$ cat src/rtl/uart_transmitter_if.sv
// rtl/uart_transmitter_if.sv - byte handshake between the register/FIFO side and the UART transmitter
interface uart_transmitter_if #(
  parameter int DATA_UART = 8
) ();
  logic [DATA_UART-1:0] tx_data_i;
  logic                 tx_valid_i;
  logic                 tx_ready_o;

  modport master (output tx_data_i, output tx_valid_i, input tx_ready_o);
  modport slave  (input tx_data_i, input tx_valid_i, output tx_ready_o);
endinterface

$ cat src/rtl/uart_transmitter.sv
// rtl/uart_transmitter.sv - UART TX: start, LSB-first data, optional parity, one or two stop bits
module uart_transmitter #(
  parameter int DIV_SIZE  = 16,
  parameter int DATA_UART = 8
) (
  input  logic                clk_i,
  input  logic                rst_i,
  input  logic                en_i,
  input  logic                stop_bits_i,
  input  logic                parity_bit_i,
  input  logic                parity_mode_i,
  input  logic [DIV_SIZE-1:0] baud_div_i,
  uart_transmitter_if.slave   tx_if,
  output logic                tx_o,
  output logic                tx_busy_o
);

  localparam int BW = $clog2(DATA_UART + 1);
  localparam logic [BW-1:0] LAST_BIT = BW'(DATA_UART - 1);

  typedef enum logic [2:0] {
    IDLE   = 3'd0,
    START  = 3'd1,
    DATA   = 3'd2,
    PARITY = 3'd3,
    STOP   = 3'd4
  } state_t;

  state_t                 state_q, state_d;
  logic [DIV_SIZE-1:0]    cnt_q, cnt_d;
  logic [DIV_SIZE-1:0]    div_q, div_d;
  logic [BW-1:0]          bit_q, bit_d;
  logic [DATA_UART-1:0]   shift_q, shift_d;
  logic                   par_q, par_d;
  logic                   par_en_q, par_en_d;
  logic                   stop2_q, stop2_d;
  logic                   stop_first_q, stop_first_d;
  logic                   tx_q, tx_d;
  logic                   ready;
  logic                   bit_end;
  logic [DIV_SIZE-1:0]    div_eff;

  assign ready            = (state_q == IDLE) & en_i & ~rst_i;
  assign tx_if.tx_ready_o = ready;
  assign tx_busy_o        = (state_q != IDLE);
  assign tx_o             = tx_q;

  // A latched divisor of 0 is treated as 1 so every bit lasts at least one cycle.
  assign div_eff = (div_q == '0) ? DIV_SIZE'(1) : div_q;
  assign bit_end = (cnt_q == div_eff - DIV_SIZE'(1));

  always_comb begin
    state_d      = state_q;
    cnt_d        = cnt_q;
    div_d        = div_q;
    bit_d        = bit_q;
    shift_d      = shift_q;
    par_d        = par_q;
    par_en_d     = par_en_q;
    stop2_d      = stop2_q;
    stop_first_d = stop_first_q;
    tx_d         = 1'b1;

    // tx_d is the line level for the state being entered, so tx_o is registered with no extra lag.
    case (state_q)
      IDLE: begin
        if (tx_if.tx_valid_i && ready) begin
          shift_d      = tx_if.tx_data_i;
          par_d        = (^tx_if.tx_data_i) ^ ~parity_mode_i;
          par_en_d     = parity_bit_i;
          stop2_d      = stop_bits_i;
          div_d        = baud_div_i;
          cnt_d        = '0;
          bit_d        = '0;
          stop_first_d = 1'b0;
          state_d      = START;
          tx_d         = 1'b0;
        end
      end
      START: begin
        tx_d = 1'b0;
        if (bit_end) begin
          cnt_d   = '0;
          state_d = DATA;
          tx_d    = shift_q[0];
        end else begin
          cnt_d = cnt_q + DIV_SIZE'(1);
        end
      end
      DATA: begin
        tx_d = shift_q[0];
        if (bit_end) begin
          cnt_d   = '0;
          shift_d = shift_q >> 1;
          bit_d   = bit_q + BW'(1);
          if (bit_q == LAST_BIT) begin
            state_d = par_en_q ? PARITY : STOP;
            tx_d    = par_en_q ? par_q : 1'b1;
          end else begin
            tx_d = shift_q[1];
          end
        end else begin
          cnt_d = cnt_q + DIV_SIZE'(1);
        end
      end
      PARITY: begin
        tx_d = par_q;
        if (bit_end) begin
          cnt_d   = '0;
          state_d = STOP;
          tx_d    = 1'b1;
        end else begin
          cnt_d = cnt_q + DIV_SIZE'(1);
        end
      end
      STOP: begin
        if (bit_end) begin
          cnt_d = '0;
          if (stop2_q && !stop_first_q) begin
            stop_first_d = 1'b1;
          end else begin
            stop_first_d = 1'b0;
            state_d      = IDLE;
          end
        end else begin
          cnt_d = cnt_q + DIV_SIZE'(1);
        end
      end
      default: begin
        state_d = IDLE;
        tx_d    = 1'b1;
      end
    endcase
  end

  always_ff @(posedge clk_i) begin
    if (rst_i) begin
      state_q      <= IDLE;
      cnt_q        <= '0;
      div_q        <= '0;
      bit_q        <= '0;
      shift_q      <= '0;
      par_q        <= 1'b0;
      par_en_q     <= 1'b0;
      stop2_q      <= 1'b0;
      stop_first_q <= 1'b0;
      tx_q         <= 1'b1;
    end else begin
      state_q      <= state_d;
      cnt_q        <= cnt_d;
      div_q        <= div_d;
      bit_q        <= bit_d;
      shift_q      <= shift_d;
      par_q        <= par_d;
      par_en_q     <= par_en_d;
      stop2_q      <= stop2_d;
      stop_first_q <= stop_first_d;
      tx_q         <= tx_d;
    end
  end

endmodule

$ cat src/flat_wrapper.sv
// flat-port wrapper written by rule: the top's interface ports become plain ports
module uart_transmitter_flat 
#(
  parameter int DIV_SIZE  = 16,
  parameter int DATA_UART = 8
)
  (clk_i, rst_i, en_i, stop_bits_i, parity_bit_i, parity_mode_i, baud_div_i, tx_o, tx_busy_o, tx_if_tx_data_i, tx_if_tx_valid_i, tx_if_tx_ready_o);
  uart_transmitter_if #(.DATA_UART(DATA_UART)) tx_if_i ();
  input  logic clk_i;
  input  logic rst_i;
  input  logic en_i;
  input  logic stop_bits_i;
  input  logic parity_bit_i;
  input  logic parity_mode_i;
  input  logic [DIV_SIZE-1:0] baud_div_i;
  output logic tx_o;
  output logic tx_busy_o;
  input wire logic [$bits(tx_if_i.tx_data_i)-1:0] tx_if_tx_data_i;
  input wire logic [$bits(tx_if_i.tx_valid_i)-1:0] tx_if_tx_valid_i;
  output wire logic [$bits(tx_if_i.tx_ready_o)-1:0] tx_if_tx_ready_o;
  assign tx_if_i.tx_data_i = tx_if_tx_data_i;
  assign tx_if_i.tx_valid_i = tx_if_tx_valid_i;
  assign tx_if_tx_ready_o = tx_if_i.tx_ready_o;
  uart_transmitter #(.DIV_SIZE(DIV_SIZE), .DATA_UART(DATA_UART)) u_core (.clk_i(clk_i), .rst_i(rst_i), .en_i(en_i), .stop_bits_i(stop_bits_i), .parity_bit_i(parity_bit_i), .parity_mode_i(parity_mode_i), .baud_div_i(baud_div_i), .tx_if(tx_if_i), .tx_o(tx_o), .tx_busy_o(tx_busy_o));
endmodule
$ cat config.mk
export PLATFORM = sky130hd
export DESIGN_NAME = uart_transmitter_flat
export DESIGN_NICKNAME = d
export VERILOG_FILES = /design/src/rtl/uart_transmitter_if.sv /design/src/rtl/uart_transmitter.sv /design/src/flat_wrapper.sv
export SDC_FILE = /design/constraint.sdc
export NUM_CORES = 1
export LEC_CHECK = 0
export ABC_AREA = 1
export BUFFER_PORTS_ARGS = -buffer_cell sky130_fd_sc_hd__buf_2
export CORE_MARGIN = 1.5
export CORE_UTILIZATION = 64
export DETAILED_ROUTE_END_ITERATION = 10
export GPL_TIMING_DRIVEN = 1
export PLACE_DENSITY = 0.86
export REMOVE_ABC_BUFFERS = 1
export SETUP_SLACK_MARGIN = 0.2
export SYNTH_ARGS = -nofsm -noshare
export SYNTH_HDL_FRONTEND = slang
export SYNTH_SLANG_ARGS = --single-unit
export TNS_END_PERCENT = 5
$ cat constraint.sdc
create_clock -name clk_i -period 5.2 [get_ports clk_i]
set_clock_uncertainty 0.05 [all_clocks]
set_input_delay 0.52 -clock clk_i [delete_from_list [all_inputs] [get_ports clk_i]]
set_output_delay 0.52 -clock clk_i [all_outputs]
set_load 0.01 [all_outputs]
After elaboration in Yosys (flattened, before gate mapping)
Cells that the tools add are included.
- register bits after elaboration: 52
- output and inout bits: 3
- logic and storage cells: 77
- multiplexer cells: 30
- reduce and logical (&&, ||, !) cells: 16
- bitwise operators: 5
- eq/ne operators: 13
- add/sub/neg operators: 3
- operators by type and width (operator ; number):
    $mux 16 ; 3
    $pmux 16 s2 ; 1
    $mux 3 ; 8
    $add 16x1->16 const B ; 1
    $eq 16x16->1 ; 1
    $logic_not 16->1 ; 1
    $mux 8 ; 2
    $pmux 8 s2 ; 1
    $sub 16x1->16 const B ; 1
    $pmux 3 s5 ; 1
    $ne 2x1->1 const B ; 5
    $mux 1 ; 9
    $mux 4 ; 2
    $pmux 4 s2 ; 1
    $reduce_xor 8->1 ; 1
    $reduce_and 7->1 ; 1
    $eq 3x2->1 const B ; 2
    $reduce_and 3->1 ; 2
    $reduce_bool 2->1 ; 3
    $add 4x1->4 const B ; 1
    $eq 4x3->1 const B ; 1
    $ne 2x2->1 const B ; 2
    $pmux 1 s4 ; 1
    $reduce_and 2->1 ; 2
    11 further kinds ; 14

Logic depth before layout (Yosys ltp)
- word-level depth: 6
- gate-level depth with buffers: 23

Worst setup path before layout
OpenSTA, ideal clock, no wires.
- path type: flip-flop to flip-flop
- start: reg u_core.div_q[6]
- end: reg u_core.cnt_q[11]
- stages on the path, launching flop included: 23
- path buffers: 1
- clock period less this slack: 2.517 ns
- setup slack: 2.683 ns
- arrival time: 2.333 ns
- cell sequence: dfxtp_1 -> nor2_1 -> nand2_4 -> nor2_4 -> nand2_4 -> nand2_1 -> inv_1 -> ha_1 -> nand2_4 -> inv_2 -> nand2_1 -> nand2_1 -> nand3_1 -> nand3_1 -> nor2_1 -> nand2_1 -> nor2_4 -> nand3_4 -> nand2_1 -> inv_2 -> buf_4 -> nand3_1 -> a21oi_1
- longest elaborated chain between the ends: 6
- RTL lines (what ; RTL line ; source):
    start, declared ; uart_transmitter.sv:31 ; logic [DIV_SIZE-1:0] div_q, div_d;
    start signal, assigned ; uart_transmitter.sv:151 ; div_q <= div_d;
    $logic_not 16->1 ; uart_transmitter.sv:49 ; assign div_eff = (div_q == '0) ? DIV_SIZE'(1) : div_q;
    $mux 16 (*) ; uart_transmitter.sv:49 ;
    $sub 16x1->16 (*) ; uart_transmitter.sv:50 ; assign bit_end = (cnt_q == div_eff - DIV_SIZE'(1));
    $eq 16x16->1 (*) ; uart_transmitter.sv:50 ;
    $mux 16 (*) ; - ;
    $pmux 16 s2 (*) ; uart_transmitter.sv:65 ; case (state_q)
    end signal, assigned ; uart_transmitter.sv:150 ; cnt_q <= cnt_d;
    end, declared ; uart_transmitter.sv:30 ; logic [DIV_SIZE-1:0] cnt_q, cnt_d;
Mark *: on every way between the ends. The rest lies on a longest branch, timed or not.
A chain may end at the register's enable or synchronous reset.

Worst setup path in the final report
- start: reg u_core.div_q[8]
- end: reg u_core.shift_q[6]
- longest elaborated chain between the ends: 6
- RTL lines (what ; RTL line ; source):
    $logic_not 16->1 ; uart_transmitter.sv:49 ;
    $mux 16 (*) ; uart_transmitter.sv:49 ;
    $sub 16x1->16 (*) ; uart_transmitter.sv:50 ;
    $eq 16x16->1 (*) ; uart_transmitter.sv:50 ;
    $ne 2x1->1 (no source line) (*) ; - ;
    $reduce_and 3->1 (no source line) (*) ; - ;
    end signal, assigned ; uart_transmitter.sv:153 ; shift_q <= shift_d;
    end, declared ; uart_transmitter.sv:33 ; logic [DATA_UART-1:0] shift_q, shift_d;
Marked as above.

==> reports/results.tsv <==
stage	metric	value	unit
timing	fin_ws	2240	ps
logic_synthesis	synth.distinct_cells	37	
cells_and_area	final_common_cell	nand2_1	
timing	final_hold_viol_count	0	
routing	wl_per_cell	12.1	um
placement	dp_cells	571	
critical_path	worstSetupStartpointType	flop	
cells_and_area	finalNetCount	545	
clock_tree	cts_buffer_depth	2	
logic_synthesis	synth_top_area_share	32.5	%
clock_tree	root_buffer	clkbuf_8	
timing	fmaxAchievable	338	MHz
routing	ant_nets	0	
clock_tree	cts_resized	0	
critical_path	path_max_fanout	11	
critical_path	crit_required	5360	ps
cells_and_area	final_cells	579	
cells_and_area	layout-drive-gt1-share	15.8	%
global_route	antenna_found_initial	0	
die	fp.dieH	73.8	um
die	fp.dieW	73.8	um
min_path	min_path_type	primary input to flop	
global_route	grt_pass1_vias	2755	
routing	first_iter_violations	154	
timing	setup_viol	0	
die	core-area	4790	um^2
clock_tree	clk_latency	320	ps
critical_path	crit_end	u_core.shift_q[6]	
flow_run	cap_violations	0	
logic_synthesis	ys_top_cells_by_area	dfxtp_1, nand2_1, inv_1	
critical_path	path_class	flop to flop	
die	io_pins	34	
logic_synthesis	synth_area_per_cell	6.65	um^2
global_route	grt_use_total	27.5	%
timing	relSlewSlack	54.2	%
timing	drv_slew	0	
critical_path	r2r_end	u_core.shift_q[6]	
cells_and_area	diodes	0	
run_status	status	finished, final reports clean	
logic_synthesis	yosysTopAreaCell	dfxtp_1	
logic_synthesis	ys_seq_elements	52	
critical_path	end_kind	flop	
cells_and_area	final_cell_mix	nand2_1, inv_1, dfxtp_1, nor2_1, buf_2	
global_route	use_met1	31.9	%
clock_tree	ctsHoldBuffers	0	
logic_synthesis	async_flop_share	0	%
clock_tree	cts.sinks	52	
global_route	global_route.peak_usage_layer	met2	
clock_tree	cts_tree	done	
die	start_util	67.0	%
timing	tightest_slew	684	ps
global_route	met2_usage	49.3	%
logic_synthesis	ys_warn_count	0	
clock_tree	numCtsBuffers	5	
cells_and_area	final_cell_area	3490	um^2
pwr	p_leak	1.56	nW
logic_synthesis	netlist_instances	482	
routing	drc	0	
pwr	totalPowerFinal	0.00152	W
critical_path	ff2ff_path_depth	21	
logic_synthesis	synth-edff-count	0	
routing	vias	3050	
logic_synthesis	synth_seq_area_share	32.5	%
routing	vias_per_cell	5.27	
critical_path	arrival	3130	ps
timing	period_needed	2960	ps
placement	hpwl	5350	um
pwr	ir_drop	305	uV
critical_path	rr_startpoint	u_core.div_q[8]	
global_route	grtUsageMet3	5.49	%
clock_tree	clk_pin_slew	100	ps
timing	finalSetupTns	0	ps
placement	dpl_cell_area	3400	um^2
clock_tree	htree_levels	2	
logic_synthesis	syn_area	3210	um^2
clock_tree	post_cts_buffers	0	
routing	routed_wl	7010	um
placement	port_buffers	33	
global_route	grt_max_degree	21	
routing	dr.pass1.iters	5	
placement	dp_slack	2090	ps
cells_and_area	synthToLayoutAreaGrowth	8.90	%
logic_synthesis	synth-main-ff-cell	dfxtp_1	
die	std_cell_rows	25	
global_route	grt_pass1_wl	11500	um
timing	fin_crit_sh	57.0	%
pwr	powerDensity	436	nW/um^2
timing	rsz0062_at_grt	no	
global_route	overflow	0	
placement	gp_congestion	0.928	
critical_path	startpoint	u_core.div_q[8]	
critical_path	r2r_slack	2240	ps
die	die-area	5440	um^2
power by group:
| part | switching (W) | total, W | internal, W |
|---|---|---|---|
| logic | 0.000525 | 0.000796 | 0.000271 |
| clock network | 0.000140 | 0.000236 | 0.0000957 |
| registers | 0.0000447 | 0.000490 | 0.000445 |
cell usage after synthesis (2+ instances only):
cell,count
nand2_1,132
inv_1,55
dfxtp_1,52
nor2_1,47
o21ai_0,32
nand3_1,31
a21oi_1,22
xor2_1,13
xnor2_1,12
o21ai_1,10
nor2_4,8
clkbuf_1,7
nand2_2,7
inv_2,6
nand4_1,6
nor2_2,5
nand3_2,4
a21oi_2,3
ha_1,3
nand2_4,3
nand3b_1,3
nor4_1,3
a22o_1,2
nor3_1,2
o211ai_1,2
layer usage:
layer	wire length, um	share of wire (%)
met1	3070	44
met5	0	0
met4	168	2.4
met2	3400	49
met3	370	5.3
registers in the layout, indices dropped and copies added (netlist names):
register,cells
u_core.cnt_q,16
u_core.stop_first_q,1
u_core.par_q,1
u_core.par_en_q,1
u_core.bit_q,4
u_core.state_q,3
u_core.div_q,16
u_core.shift_q,8
u_core.stop2_q,1
u_core.tx_o,1
critical path, cell delays in order (launching register included):
cell and delay [ps]:
dfxtp_1 350, nor2_2 170, nand2_1 110, nor2_2 170, nand2_4 110, nand2_1 100
inv_1 50, ha_1 240, nand2_4 140, nor2_8 60, nand2_1 50, nand2_1 60
nand2_1 60, nand2_1 50, nand2_1 80, nand3_2 100, nor2_4 160, nand4_1 190
nand2_2 230, inv_2 130, nor2_1 140, nor2_1 60
worst min-delay path by stage:
stage / from / end / slack [ps] / cells after the start
3_5_place_dp: u_core.shift_q[7] / u_core.shift_q[7] / 420 / 2
2_1_floorplan: u_core.shift_q[7] / u_core.shift_q[7] / 380 / 2
6_report: baud_div_i[13] / u_core.div_q[13] / 340 / 3
5_1_grt: baud_div_i[4] / u_core.div_q[4] / 350 / 3
4_1_cts: baud_div_i[13] / u_core.div_q[13] / 350 / 3
3_3_place_gp: u_core.shift_q[7] / u_core.shift_q[7] / 410 / 2
logic make-up (layout without fill, tap and decap cells):
family,after synthesis,after routing,share of synthesized area [%]
buffers and inverters,72,102,8.82
AOI/OAI and AO/OA,74,74,12.6
DFF,52,52,32.5
adders and majority gates,3,3,1.17
and+or+nand+nor,255,255,37.6
xor gates and xnor gates,26,26,7.34
cell type report:
cell class / instances / area [um^2]
repair buffers: 33 / 165
well taps: 67 / 83.8
flip-flops and latches: 52 / 1040
clock buffers: 5 / 68.8
inverters: 61 / 229
multi-input cells: 358 / 1880
fillers: 442 / 1290
clock inverters: 3 / 21.3
metrics by stage:
stage / hold slack (ps) / util (%)
finish: 343 / 72.9
global placement: 405 / 71.1
floorplan: 385 / -
detailed placement: 415 / 71.1
CTS: 346 / 72.9
global route: 351 / 72.9
Power figures use the tool's default switching activity.
